### config.mk
export PLATFORM = sky130hd
export DESIGN_NAME = ift_taint_monitor
export DESIGN_NICKNAME = d
export VERILOG_FILES = /design/src/rtl/ift_mon_pkg.sv /design/src/rtl/ift_mon_chan.sv /design/src/rtl/ift_taint_monitor.sv
export SDC_FILE = /design/constraint.sdc
export NUM_CORES = 1
export LEC_CHECK = 0
export CORE_AREA = 3 3 258 260
export CTS_BUF_LIST = sky130_fd_sc_hd__clkbuf_2 sky130_fd_sc_hd__clkbuf_4 sky130_fd_sc_hd__clkbuf_8
export DETAILED_ROUTE_END_ITERATION = 8
export DIE_AREA = 0 0 261 263
export RECOVER_POWER = 25
export SLEW_MARGIN = 20
export SYNTH_ARGS = -nofsm -noshare
export SYNTH_HDL_FRONTEND = slang
export SYNTH_SLANG_ARGS = --single-unit
export TNS_END_PERCENT = 5
### constraint.sdc
create_clock -name clk -period 3.75 [get_ports clk]
set_clock_uncertainty 0.05 [all_clocks]
set_input_delay 0.75 -clock clk [delete_from_list [all_inputs] [get_ports clk]]
set_output_delay 0.75 -clock clk [all_outputs]
set_load 0.02 [all_outputs]
### src/rtl/ift_mon_pkg.sv
// Shared types and helpers for the IFT taint monitor (ift_taint_monitor and ift_mon_chan).
package ift_mon_pkg;

    localparam int TW_DEF = 32;

    typedef enum logic [1:0] {
        ST_IDLE  = 2'd0,
        ST_MON   = 2'd1,
        ST_ALERT = 2'd2
    } state_e;

    // LSB position of channel ch's label within the flattened taint bus
    function automatic int lbl_lo(input int ch, input int tw);
        return ch * tw;
    endfunction

endpackage

### src/rtl/ift_mon_chan.sv
// One monitored channel: sticky OR of labels, saturating tainted-sample counter, policy hit flag.
module ift_mon_chan
    import ift_mon_pkg::*;
#(
    parameter int TW = TW_DEF,
    parameter int CW = 8
) (
    input  logic          clk,
    input  logic          rst_n,
    input  logic          valid,
    input  logic          enable,
    input  logic          clear,
    input  logic [TW-1:0] label,
    input  logic [TW-1:0] pol_mask,
    output logic [TW-1:0] sticky,
    output logic [CW-1:0] cnt,
    output logic          viol
);

    logic [TW-1:0] sticky_q, sticky_d;
    logic [CW-1:0] cnt_q, cnt_d;

    always_comb begin
        sticky_d = sticky_q;
        cnt_d    = cnt_q;
        if (clear) begin
            sticky_d = '0;
            cnt_d    = '0;
        end else if (valid && enable) begin
            sticky_d = sticky_q | label;
            if ((|label) && (cnt_q != {CW{1'b1}}))
                cnt_d = cnt_q + 1'b1;
        end
    end

    always_ff @(posedge clk or negedge rst_n) begin
        if (!rst_n) begin
            sticky_q <= '0;
            cnt_q    <= '0;
        end else begin
            sticky_q <= sticky_d;
            cnt_q    <= cnt_d;
        end
    end

    assign sticky = sticky_q;
    assign cnt    = cnt_q;
    assign viol   = valid && (|(label & pol_mask));

endmodule

### src/rtl/ift_taint_monitor.sv
// Taint monitor: per-channel accumulation plus FSM, lowest-index priority encoder and alert capture.
// Optional IFT_MON_TIMESTAMP_EN adds a cycle counter with alert_time / alert_data capture.
module ift_taint_monitor
    import ift_mon_pkg::*;
#(
    parameter int NCH = 8,
    parameter int TW  = TW_DEF,
    parameter int CW  = 8,
    parameter int CHW = 3,
    parameter int TSW = 16
) (
    input  logic              clk,
    input  logic              rst_n,
    input  logic              arm,
    input  logic              clear,
    input  logic [TW-1:0]     pol_mask,
    input  logic              smp_valid,
    input  logic [NCH-1:0]    smp_data,
    input  logic [NCH*TW-1:0] smp_taint,
    output logic              alert,
    output logic [CHW-1:0]    alert_ch,
    output logic [TW-1:0]     alert_label,
    input  logic              alert_ack,
    output logic              alert_miss,
    output logic [NCH*TW-1:0] sticky_taint,
    output logic [NCH*CW-1:0] taint_cnt,
`ifdef IFT_MON_TIMESTAMP_EN
    output logic [TSW-1:0]    alert_time,
    output logic              alert_data,
`endif
    output logic [1:0]        state_o
);

    state_e         state_q, state_d;
    logic [CHW-1:0] ch_q, ch_d;
    logic [TW-1:0]  label_q, label_d;
    logic           miss_q, miss_d;
    logic [NCH-1:0] viol;
    logic           hit_any;
    logic [CHW-1:0] hit_ch;
    logic [TW-1:0]  hit_label;
    logic           capture;

    for (genvar i = 0; i < NCH; i++) begin : g_chan
        localparam int LO = lbl_lo(i, TW);
        ift_mon_chan #(.TW(TW), .CW(CW)) u_chan (
            .clk      (clk),
            .rst_n    (rst_n),
            .valid    (smp_valid),
            .enable   (state_q != ST_IDLE),
            .clear    (clear),
            .label    (smp_taint[LO +: TW]),
            .pol_mask (pol_mask),
            .sticky   (sticky_taint[LO +: TW]),
            .cnt      (taint_cnt[i*CW +: CW]),
            .viol     (viol[i])
        );
    end

    // Descending scan so the lowest violating index is the one left standing
    always_comb begin
        hit_any = 1'b0;
        hit_ch  = '0;
        for (int i = NCH - 1; i >= 0; i--) begin
            if (viol[i]) begin
                hit_any = 1'b1;
                hit_ch  = CHW'(i);
            end
        end
        hit_label = smp_taint[hit_ch*TW +: TW] & pol_mask;
    end

    always_comb begin
        state_d = state_q;
        ch_d    = ch_q;
        label_d = label_q;
        miss_d  = miss_q;
        capture = 1'b0;
        if (clear) begin
            state_d = ST_IDLE;
            ch_d    = '0;
            label_d = '0;
            miss_d  = 1'b0;
        end else begin
            case (state_q)
                ST_IDLE: if (arm) state_d = ST_MON;
                ST_MON: begin
                    if (hit_any) begin
                        state_d = ST_ALERT;
                        ch_d    = hit_ch;
                        label_d = hit_label;
                        capture = 1'b1;
                    end
                end
                ST_ALERT: begin
                    // A violation racing the ack is reported as a miss, never a fresh alert
                    if (hit_any)   miss_d  = 1'b1;
                    if (alert_ack) state_d = ST_MON;
                end
                default: state_d = ST_IDLE;
            endcase
        end
    end

    always_ff @(posedge clk or negedge rst_n) begin
        if (!rst_n) begin
            state_q <= ST_IDLE;
            ch_q    <= '0;
            label_q <= '0;
            miss_q  <= 1'b0;
        end else begin
            state_q <= state_d;
            ch_q    <= ch_d;
            label_q <= label_d;
            miss_q  <= miss_d;
        end
    end

    assign alert       = (state_q == ST_ALERT);
    assign alert_ch    = ch_q;
    assign alert_label = label_q;
    assign alert_miss  = miss_q;
    assign state_o     = state_q;

`ifdef IFT_MON_TIMESTAMP_EN
    logic [TSW-1:0] ts_q, ts_d;
    logic [TSW-1:0] time_q, time_d;
    logic           data_q, data_d;

    // Captured time is the counter value as of the capturing edge, i.e. cycles since arm
    always_comb begin
        ts_d   = ts_q;
        time_d = time_q;
        data_d = data_q;
        if (clear) begin
            ts_d   = '0;
            time_d = '0;
            data_d = 1'b0;
        end else begin
            if (state_q != ST_IDLE) ts_d = ts_q + 1'b1;
            if (capture) begin
                time_d = ts_d;
                data_d = smp_data[hit_ch];
            end
        end
    end

    always_ff @(posedge clk or negedge rst_n) begin
        if (!rst_n) begin
            ts_q   <= '0;
            time_q <= '0;
            data_q <= 1'b0;
        end else begin
            ts_q   <= ts_d;
            time_q <= time_d;
            data_q <= data_d;
        end
    end

    assign alert_time = time_q;
    assign alert_data = data_q;
`else
    logic unused_data;
    assign unused_data = ^{smp_data, capture};
`endif

endmodule

======== Word-level counts from Yosys, hierarchy flattened ========
Cells that the tools add are included.
word-level totals
  register bits ........................... 358
  bits of input ports ..................... 302
operators by class
  equality and inequality tests ........... 13
  reduce and logical (&&, ||, !) cells .... 58
  $add $sub $neg .......................... 8
  shifts and indexed selects .............. 1
  muxes and demuxes ....................... 70
  bitwise operators ....................... 17
operators by type and width
  operator               count
  $mux W32               19
  $reduce_or A32 Y1      16
  $and A32 B32 Y32       9
  $or A32 B32 Y32        8
  $shiftx A256 B9 Y32    1
  $mux W8                24
  $add A8 B1 Y8 const B  8
  $ne A8 B8 Y1 const B   8
  $mux W3                11
  $reduce_bool A2 Y1     13
  $reduce_and A2 Y1      10
  $logic_and A1 B1 Y1    17
  $mux W1                11
  $mux W2                4
  $ne A3 B3 Y1 const B   2
  $pmux W2 S3            1
  $ne A3 B2 Y1 const B   1
  $reduce_and A3 Y1      1
  $eq A2 B1 Y1 const B   1
  $eq A2 B2 Y1 const B   1
  $logic_not A2 Y1       1

======== Longest topological paths before layout ========
Gate-level depths: netlist (run 1).
  depth in word-level cells ............... 16
  gate-level depth with buffers ........... 12

======== Cells and area by module ========
A second synthesis (run 1) with hierarchy kept.
unflattened totals
  cells, all modules ...................... 1932
  area total of the unflattened synthesis .. 18793.0 µm²
by module, submodules not included
  module                               cells an instance  times used  sequential area each (µm²)  area an instance (µm²)
  ift_mon_chan (g_chan[2].u_chan ...)  188                6           1001.0                      1916.8
  ift_taint_monitor                    450                1           950.9                       3688.5
  ift_mon_chan (g_chan[0].u_chan ...)  177                2           1001.0                      1801.7

======== Least setup slack after synthesis (run 1) ========
Ideal clock, no wire load.
  kind .................................... input-to-reg
  start ................................... in pol_mask[11]
  end ..................................... reg label_q[14] (netlist: alert_label[14])
  arrival time ............................ 3357 ps
  stages .................................. 12
  slack ................................... 205 ps
  library setup time ...................... 138 ps
  cell sequence ........................... buf_2 > a22oi_1 > nand4_1 > or4_4 > o41a_1 > buf_6 > nand2_8 > buf_6 > buf_4 > mux2_2 > o2111ai_1 > o311ai_1
on the way
  longest elaborated chain between the ends .. 16
  elaborated cells on any way between the ends .. 47
  classes of those cells .................. shift: 1; mux: 19; bitwise: 9; reduce/logical: 18
ends and longest elaborated chain
  what                   line                      RTL
  start, declared        ift_taint_monitor.sv:16   input logic [TW-1:0] pol_mask,
  $and A32 B32 Y32       ift_mon_chan.sv:48        assign viol = valid && (|(label & pol_mask));
  $reduce_or A32 Y1      ift_mon_chan.sv:48
  $logic_and A1 B1 Y1    ift_mon_chan.sv:48
  $mux W3 (8 in series)  ift_taint_monitor.sv:65   if (viol[i]) begin
  $shiftx A256 B9 Y32    ift_taint_monitor.sv:70   hit_label = smp_taint[hit_ch*TW +: TW] & pol_mask;
  $and A32 B32 Y32       ift_taint_monitor.sv:70
  $mux W32               ift_taint_monitor.sv:88   if (hit_any) begin
  $mux W32               ift_taint_monitor.sv:85   case (state_q)
  $mux W32               ift_taint_monitor.sv:79   if (clear) begin
  end signal, assigned   ift_taint_monitor.sv:114  label_q <= label_d;
  end, declared          ift_taint_monitor.sv:36   logic [TW-1:0] label_q, label_d;
Parallel ways exist; a longest one is shown, timed or not. The select of a mux whose other input is x is not followed.
A chain may end at the register's enable or synchronous reset.

======== Worst setup path after layout (run 1) ========
  start ................................... in pol_mask[20]
  end ..................................... reg label_q[5] (netlist: alert_label[5])
Same word-level chain as after synthesis.

==> tab_implementation.tex, run 1 <==
\begin{tabular}{lr}
\hline
Metric & Value \\
\hline
\multicolumn{2}{l}{\textbf{Global route}} \\
Pin count of the biggest net entering global routing & 160 \\
Number of global-route vias before repair & 21696 \\
GRT Residual Overflow & 0 \\
Global-route wire length before repair & 170 mm \\
Initial antenna violation count & 15 \\
Combined global-route utilization of all metal layers & 35.1\% \\
\multicolumn{2}{l}{\textbf{Timing}} \\
Period minus WS final & 3.78 ns \\
Hold Worst Slack & 0.354 ns \\
Final number of hold-violating endpoints & 0 \\
Setup repair after global routing missed its margin & yes \\
Ratio of final minimum period to clock period & 101\% \\
Least-Margin Pin Slew & 2.40 ns \\
Worst slew margin relative to its limit & -60.1\% \\
Final setup violation count & 1 \\
Maximum frequency from static timing analysis & 0.265 GHz \\
Worst path setup slack after routing & -0.0259 ns \\
Max-slew violation count & 81 \\
\multicolumn{2}{l}{\textbf{Logic synthesis}} \\
Number of warnings issued by yosys & 0 \\
Net Count, Synth & 2211 \\
Post-synth top flop & sky130\_fd\_sc\_hd\_\_dfrtp\_1 \\
Share of the yosys chip area belonging to registers & 49.7\% \\
Number of flip-flops and latches in the synthesized netlist & 358 \\
Count of mapped cells out of synthesis & 1901 \\
Async S/R FF share, synth & 100\% \\
Distinct cells, synth & 41 \\
Post-synth EDFFs & 0 \\
Total standard cell area after synthesis & 18000 um2 \\
Post-synthesis area per instance & 9.48 um2 \\
\multicolumn{2}{l}{\textbf{Worst setup path}} \\
Slowest Stage Delay on Critical Path & 0.59 ns \\
Setup CP Type & in -> reg \\
Top Family by Delay on Critical Path & buffers and inverters \\
Category of the worst setup path capture point & flip-flop \\
Required arrival time at the worst endpoint & 4.24 ns \\
Critical path data arrival time & 4.26 ns \\
Library cell contributing the largest single delay on the critical path & sky130\_fd\_sc\_hd\_\_or4\_4 \\
Ordered list of cells on the worst path & clkdlybuf4s50\_1, buf\_4, a22oi\_1, nand4\_1, or4\_4, o41a\_1, nand2\_8, buf\_12, mux2i\_1, mux2\_2, o311ai\_1 \\
Bufs and invs on worst path & 3 \\
Sort of element at the start of the critical path & primary input \\
Biggest fanout along the worst timing path & 34 \\
\multicolumn{2}{l}{\textbf{CTS}} \\
Clock tree from TritonCTS & yes \\
Number of buffers on the longest clock path & 3 \\
Maximum level of the CTS H-tree & 3 \\
Clock input transition at the sequential cells of the worst setup and hold paths & 0.06 ns \\
Clock insertion delay at the later pin of the skew report & 0.67 ns \\
Clock Tree Root & sky130\_fd\_sc\_hd\_\_clkbuf\_8 \\
Num CTS Buffers & 68 \\
Sink count of the clock tree & 358 \\
Hold bufs inserted after CTS & 0 \\
Setup Fix Bufs, Post-CTS & 0 \\
\multicolumn{2}{l}{\textbf{Power}} \\
Maximum vdd drop & 0.186 mV \\
Power Density & 359 nW/um2 \\
Leak Pwr & 13.4 nW \\
\multicolumn{2}{l}{\textbf{Placed design}} \\
GPL Wtd Cong & 1.10 \\
Number of buffers added on ports & 652 \\
Placed cells & 3707 \\
Post-DP HPWL & 101 mm \\
\multicolumn{2}{l}{\textbf{Die}} \\
Count of standard-cell rows & 93 \\
Initial Utilization & 28.0\% \\
Die extent in y & 263 um \\
Die Wd & 261 um \\
Number of top-level pins & 661 \\
Core region area & 64300 um2 \\
Area of the die & 68600 um2 \\
\multicolumn{2}{l}{\textbf{Outcome}} \\
Outcome & finished with violations \\
Violations in the final reports & capacitance limit, slew limit, setup timing \\
\multicolumn{2}{l}{\textbf{Detailed routing}} \\
Remaining routing DRC violations & 0 \\
Drt first pass iters & 8 \\
DR iter-0 viols & 2479 \\
Post-detailed-routing wire length & 125 mm \\
DR vias/cell & 5.72 \\
Routed length per placed instance & 32.6 um \\
Via count & 21915 \\
Post-DRT Antenna Nets & 0 \\
\multicolumn{2}{l}{\textbf{Flow run}} \\
Maximum Capacitance Violations & 1 \\
\multicolumn{2}{l}{\textbf{Layout}} \\
Share of post-route cells with drive strength above 1 & 21.7\% \\
Area Overhead vs Synth & 68.4\% \\
Commonest cells after routing, fill and taps aside & sky130\_fd\_sc\_hd\_\_clkdlybuf4s50\_1, sky130\_fd\_sc\_hd\_\_buf\_4, sky130\_fd\_sc\_hd\_\_dfrtp\_1 \\
Final std cells w/o fill & 3832 \\
Layout Nets & 3232 \\
Layout filler cell count & 6102 \\
Final Core Density & 47.2\% \\
Commonest non-fill, non-tap cell in the layout & sky130\_fd\_sc\_hd\_\_clkdlybuf4s50\_1 \\
\multicolumn{2}{l}{\textbf{Hold path}} \\
Worst min-delay path category & in -> reg \\
\hline
\end{tabular}
## area by class of cell
| class | instances | area [um2] | share of cell area [%] |
|---|---|---|---|
| timing repair buffer | 1095 | 10400 | 34.1 |
| clock buffer | 99 | 1270 | 4.18 |
| clock inverter | 13 | 123 | 0.404 |
| tap | 855 | 1070 | 3.53 |
| sequential | 358 | 8960 | 29.5 |
| inverter | 40 | 150 | 0.495 |
| multi-input combinational | 1359 | 8380 | 27.6 |
| antenna | 13 | 32.5 | 0.107 |
## worst register-to-register path: cells and delay by family, from the launching register on
family | cells | cell delay, ns
flip-flops | 1 | 0.44
XOR/XNOR | 1 | 0.16
AO/OA/AOI/OAI | 1 | 0.18
AND/OR/NAND/NOR | 6 | 1.49
## layer usage
| metal | GRT usage [%] | wire, um |
|---|---|---|
| met5 | 0 | 0 |
| met4 | 20.0 | 8360 |
| met3 | 8.91 | 12000 |
| met2 | 56.5 | 57700 |
| met1 | 42.7 | 46700 |
## stage by stage
| step | setup slack (ns) | setup TNS [ns] | power (mW) | instance area [um2] |
|---|---|---|---|---|
| after floorplan | 0.205 | 0 | 5.03 | 18000 |
| after global placement | -0.837 | -24.45 | 6.84 | 28800 |
| after detailed placement | -0.794 | -25.32 | 6.84 | 28800 |
| after CTS | 0.00592 | 0 | 10.9 | 30300 |
| after global routing | -0.00560 | -0.00912 | 11.3 | 30300 |
| final | -0.0259 | -0.0259 | 10.9 | 30300 |
## power breakdown
group | internal [mW] | switching [mW] | leakage [nW] | total (mW)
clock network | 2.24 | 1.82 | 0.726 | 4.06
logic | 1.16 | 1.53 | 7.70 | 2.69
registers | 4.03 | 0.124 | 4.92 | 4.15
total | 7.43 | 3.47 | 13.4 | 10.9
## flip-flops by register name, summed over array words and instances (netlist names)
name and cells:
g_chan.u_chan.sticky 256, g_chan.u_chan.cnt 64, alert_label 32, alert_ch 3
state_o 2, alert_miss 1
## synth_stat cells (40+ instances only)
cell type,number,area (um2)
sky130_fd_sc_hd__nand2_1,52,195
sky130_fd_sc_hd__inv_1,40,150
sky130_fd_sc_hd__clkbuf_1,100,375
sky130_fd_sc_hd__nor2_1,347,1300
sky130_fd_sc_hd__a21oi_1,264,1320
sky130_fd_sc_hd__mux2i_1,72,721
sky130_fd_sc_hd__dfrtp_1,358,8960
sky130_fd_sc_hd__nand4_1,99,619
sky130_fd_sc_hd__a22oi_1,129,968
sky130_fd_sc_hd__mux2_2,64,721
sky130_fd_sc_hd__nor4_1,68,425
sky130_fd_sc_hd__nand3_1,56,280
## logic make-up after synthesis
logic type	Yosys count	share of synthesized area, %
flip-flops	358	49.7
buffers and inverters	184	4.51
multiplexers	136	8.00
AO/OA/AOI/OAI	511	17.8
XOR/XNOR	56	2.72
adder cells (fa/ha/maj)	8	0.556
AND/OR/NAND/NOR	648	16.7
## final timing paths
path,slack [ns],depth (start not counted),start,end
setup / recovery,-0.03,11,pol_mask[20],alert_label[5]
hold / removal,0.35,2,clear,g_chan[1].u_chan.sticky[27]
setup reg to reg,1.29,8,g_chan[0].u_chan.cnt[2],g_chan[0].u_chan.cnt[7]
hold reg to reg,0.44,2,g_chan[4].u_chan.sticky[30],g_chan[4].u_chan.sticky[30]
max in group asynchronous,0.71,2,rst_n,g_chan[3].u_chan.sticky[20]
min in group asynchronous,0.76,1,rst_n,g_chan[0].u_chan.sticky[10]
## what timing repair did
item | in CTS | in global routing
hold endpoints to repair | 0 | 0
gates cloned | 0 | 0
setup endpoints to repair | 23 | 32
pin swaps | 0 | 1
resized for setup | 5 | 20
Note: power is estimated with default switching activity, not from simulation.
==> run 2, diff against run 1 <==
GPL_TIMING_DRIVEN = 1   (was not set)
==> results of run 2 <==
The final DEF is identical to that of run 1; final timing and power are the same.
==> run 3, diff against run 2 <==
CAP_MARGIN = 20   (was not set)
SETUP_SLACK_MARGIN = 0.2   (was not set)
==> run 3 against run 2 <==
The run ends with capacitance limit, slew limit left. Hold slack lost 0.0070 ns. Combinational power grew 3%. Cell area grew 2.3%. Critical endpoint is now alert_label[10]. Largest cell class unchanged.
==> tab_implementation.tex, run 3 (synthesis gave the netlist of run 1 again) <==
\begin{tabular}{lr}
\hline
Metric & Value \\
\hline
\multicolumn{2}{l}{\textbf{Layout}} \\
Commonest non-fill, non-tap cell in the layout & sky130\_fd\_sc\_hd\_\_clkdlybuf4s50\_1 \\
Final Core Density & 48.2\% \\
Layout Nets & 3257 \\
Commonest cells after routing, fill and taps aside & sky130\_fd\_sc\_hd\_\_clkdlybuf4s50\_1, sky130\_fd\_sc\_hd\_\_buf\_4, sky130\_fd\_sc\_hd\_\_dfrtp\_1 \\
Layout filler cell count & 6057 \\
Area Overhead vs Synth & 72.3\% \\
Final std cells w/o fill & 3857 \\
Share of post-route cells with drive strength above 1 & 23.5\% \\
Number of flip-flops under the largest register name & 256 \\
\multicolumn{2}{l}{\textbf{Die}} \\
Die extent in y & 263 um \\
Count of standard-cell rows & 93 \\
Core region area & 64300 um2 \\
Area of the die & 68600 um2 \\
Die Wd & 261 um \\
Number of top-level pins & 661 \\
Initial Utilization & 28.0\% \\
\multicolumn{2}{l}{\textbf{Detailed routing}} \\
DR vias/cell & 5.75 \\
Routed length per placed instance & 32.9 um \\
DR iter-0 viols & 2529 \\
Post-detailed-routing wire length & 127 mm \\
Drt first pass iters & 7 \\
Post-DRT Antenna Nets & 0 \\
Remaining routing DRC violations & 0 \\
Via count & 22192 \\
\multicolumn{2}{l}{\textbf{Timing}} \\
Ratio of final minimum period to clock period & 97.3\% \\
Final setup violation count & 0 \\
Worst path setup slack after routing & 0.101 ns \\
Worst slew margin relative to its limit & -61.0\% \\
Hold Worst Slack & 0.347 ns \\
Maximum frequency from static timing analysis & 0.274 GHz \\
Setup repair after global routing missed its margin & yes \\
Max-slew violation count & 81 \\
Final number of hold-violating endpoints & 0 \\
Least-Margin Pin Slew & 2.41 ns \\
Period minus WS final & 3.65 ns \\
\multicolumn{2}{l}{\textbf{Flow run}} \\
Maximum Capacitance Violations & 1 \\
\multicolumn{2}{l}{\textbf{Worst setup path}} \\
Category of the worst setup path capture point & flip-flop \\
Sort of element at the start of the critical path & primary input \\
Critical path data arrival time & 4.14 ns \\
Biggest fanout along the worst timing path & 17 \\
Setup CP Type & in -> reg \\
Required arrival time at the worst endpoint & 4.24 ns \\
\multicolumn{2}{l}{\textbf{CTS}} \\
Maximum level of the CTS H-tree & 3 \\
Sink count of the clock tree & 358 \\
Clock Tree Root & sky130\_fd\_sc\_hd\_\_clkbuf\_8 \\
Num CTS Buffers & 68 \\
Number of buffers on the longest clock path & 3 \\
Clock input transition at the sequential cells of the worst setup and hold paths & 0.06 ns \\
Clock insertion delay at the later pin of the skew report & 0.67 ns \\
Clock tree from TritonCTS & yes \\
\multicolumn{2}{l}{\textbf{Outcome}} \\
Violations in the final reports & capacitance limit, slew limit \\
Outcome & finished with violations \\
\multicolumn{2}{l}{\textbf{Global route}} \\
Number of global-route vias before repair & 21774 \\
Initial antenna violation count & 18 \\
Combined global-route utilization of all metal layers & 35.1\% \\
Global-route wire length before repair & 171 mm \\
GRT Residual Overflow & 0 \\
Pin count of the biggest net entering global routing & 160 \\
\multicolumn{2}{l}{\textbf{Power}} \\
Maximum vdd drop & 0.190 mV \\
Leak Pwr & 13.7 nW \\
Power Total & 11.0 mW \\
Power Density & 354 nW/um2 \\
\multicolumn{2}{l}{\textbf{Hold path}} \\
Worst min-delay path category & in -> reg \\
\multicolumn{2}{l}{\textbf{Placed design}} \\
Post-DP HPWL & 101 mm \\
Placed cells & 3707 \\
Place WS & -0.794 ns \\
Number of buffers added on ports & 652 \\
GPL Wtd Cong & 1.10 \\
\hline
\end{tabular}
-- run 3: per-stage QoR --
| step | TNS [ns] | area [um2] |
|---|---|---|
| after CTS | 0 | 30300 |
| after detailed placement | -25.32 | 28800 |
| after global routing | 0 | 31000 |
| after floorplan | 0 | 18000 |
| after global placement | -24.45 | 28800 |
| final | 0 | 31000 |
-- run 3: metal layers --
layer  track usage [%]  share of wire, %  up-vias
li1                  -                 -     9129
met1              42.6                37    11014
met2              56.2                46     1629
met3              8.92               9.8      420
met4              20.7               7.0        0
met5                 0                 0        -
-- run 3: timing repair --
| item | CTS | global route |
|---|---|---|
| endpoints found under the setup margin | 32 | 33 |
| cloned | 0 | 9 |
| hold buffers | 0 | 0 |
| setup buffers | 0 | 16 |
| resized for setup | 18 | 85 |
| pin swaps | 2 | 28 |
-- run 3: final timing paths --
check / from / to / slack, ns / depth (start not counted)
worst max-delay path: pol_mask[7] / alert_label[10] / 0.10 / 11
worst min-delay path: clear / g_chan[1].u_chan.sticky[27] / 0.35 / 2
worst max register to register: g_chan[0].u_chan.cnt[2] / g_chan[0].u_chan.cnt[7] / 1.30 / 8
worst min register to register: g_chan[4].u_chan.sticky[30] / g_chan[4].u_chan.sticky[30] / 0.44 / 2
max in group asynchronous: rst_n / g_chan[3].u_chan.sticky[20] / 0.71 / 2
min in group asynchronous: rst_n / g_chan[0].u_chan.sticky[10] / 0.76 / 1
-- run 3: area by class of cell --
cell class | count | area, um2 | area share [%]
Clock inverter | 13 | 123 | 0.395
Antenna cell | 13 | 32.5 | 0.105
Inverter | 40 | 150 | 0.484
Timing Repair Buffer | 1119 | 10800 | 34.7
Multi-Input combinational cell | 1360 | 8660 | 27.9
Clock buffer | 99 | 1270 | 4.09
Tap cell | 855 | 1070 | 3.45
Sequential cell | 358 | 8960 | 28.9
-- run 3: power breakdown --
group | internal, mW | total [mW] | switching (mW)
sequential | 4.03 | 4.15 | 0.124
clock | 2.24 | 4.07 | 1.83
combinational | 1.20 | 2.77 | 1.57
total | 7.47 | 11.0 | 3.53
-- run 3: critical path, stage by stage --
cell and delay, ns:
sky130_fd_sc_hd__clkdlybuf4s50_1 0.47, sky130_fd_sc_hd__buf_4 0.22, sky130_fd_sc_hd__a22oi_1 0.20, sky130_fd_sc_hd__nand4_1 0.18, sky130_fd_sc_hd__or4_4 0.48, sky130_fd_sc_hd__o41a_4 0.58
sky130_fd_sc_hd__nand2_4 0.18, sky130_fd_sc_hd__buf_16 0.20, sky130_fd_sc_hd__mux2i_1 0.50, sky130_fd_sc_hd__mux2_2 0.26, sky130_fd_sc_hd__o311ai_1 0.08
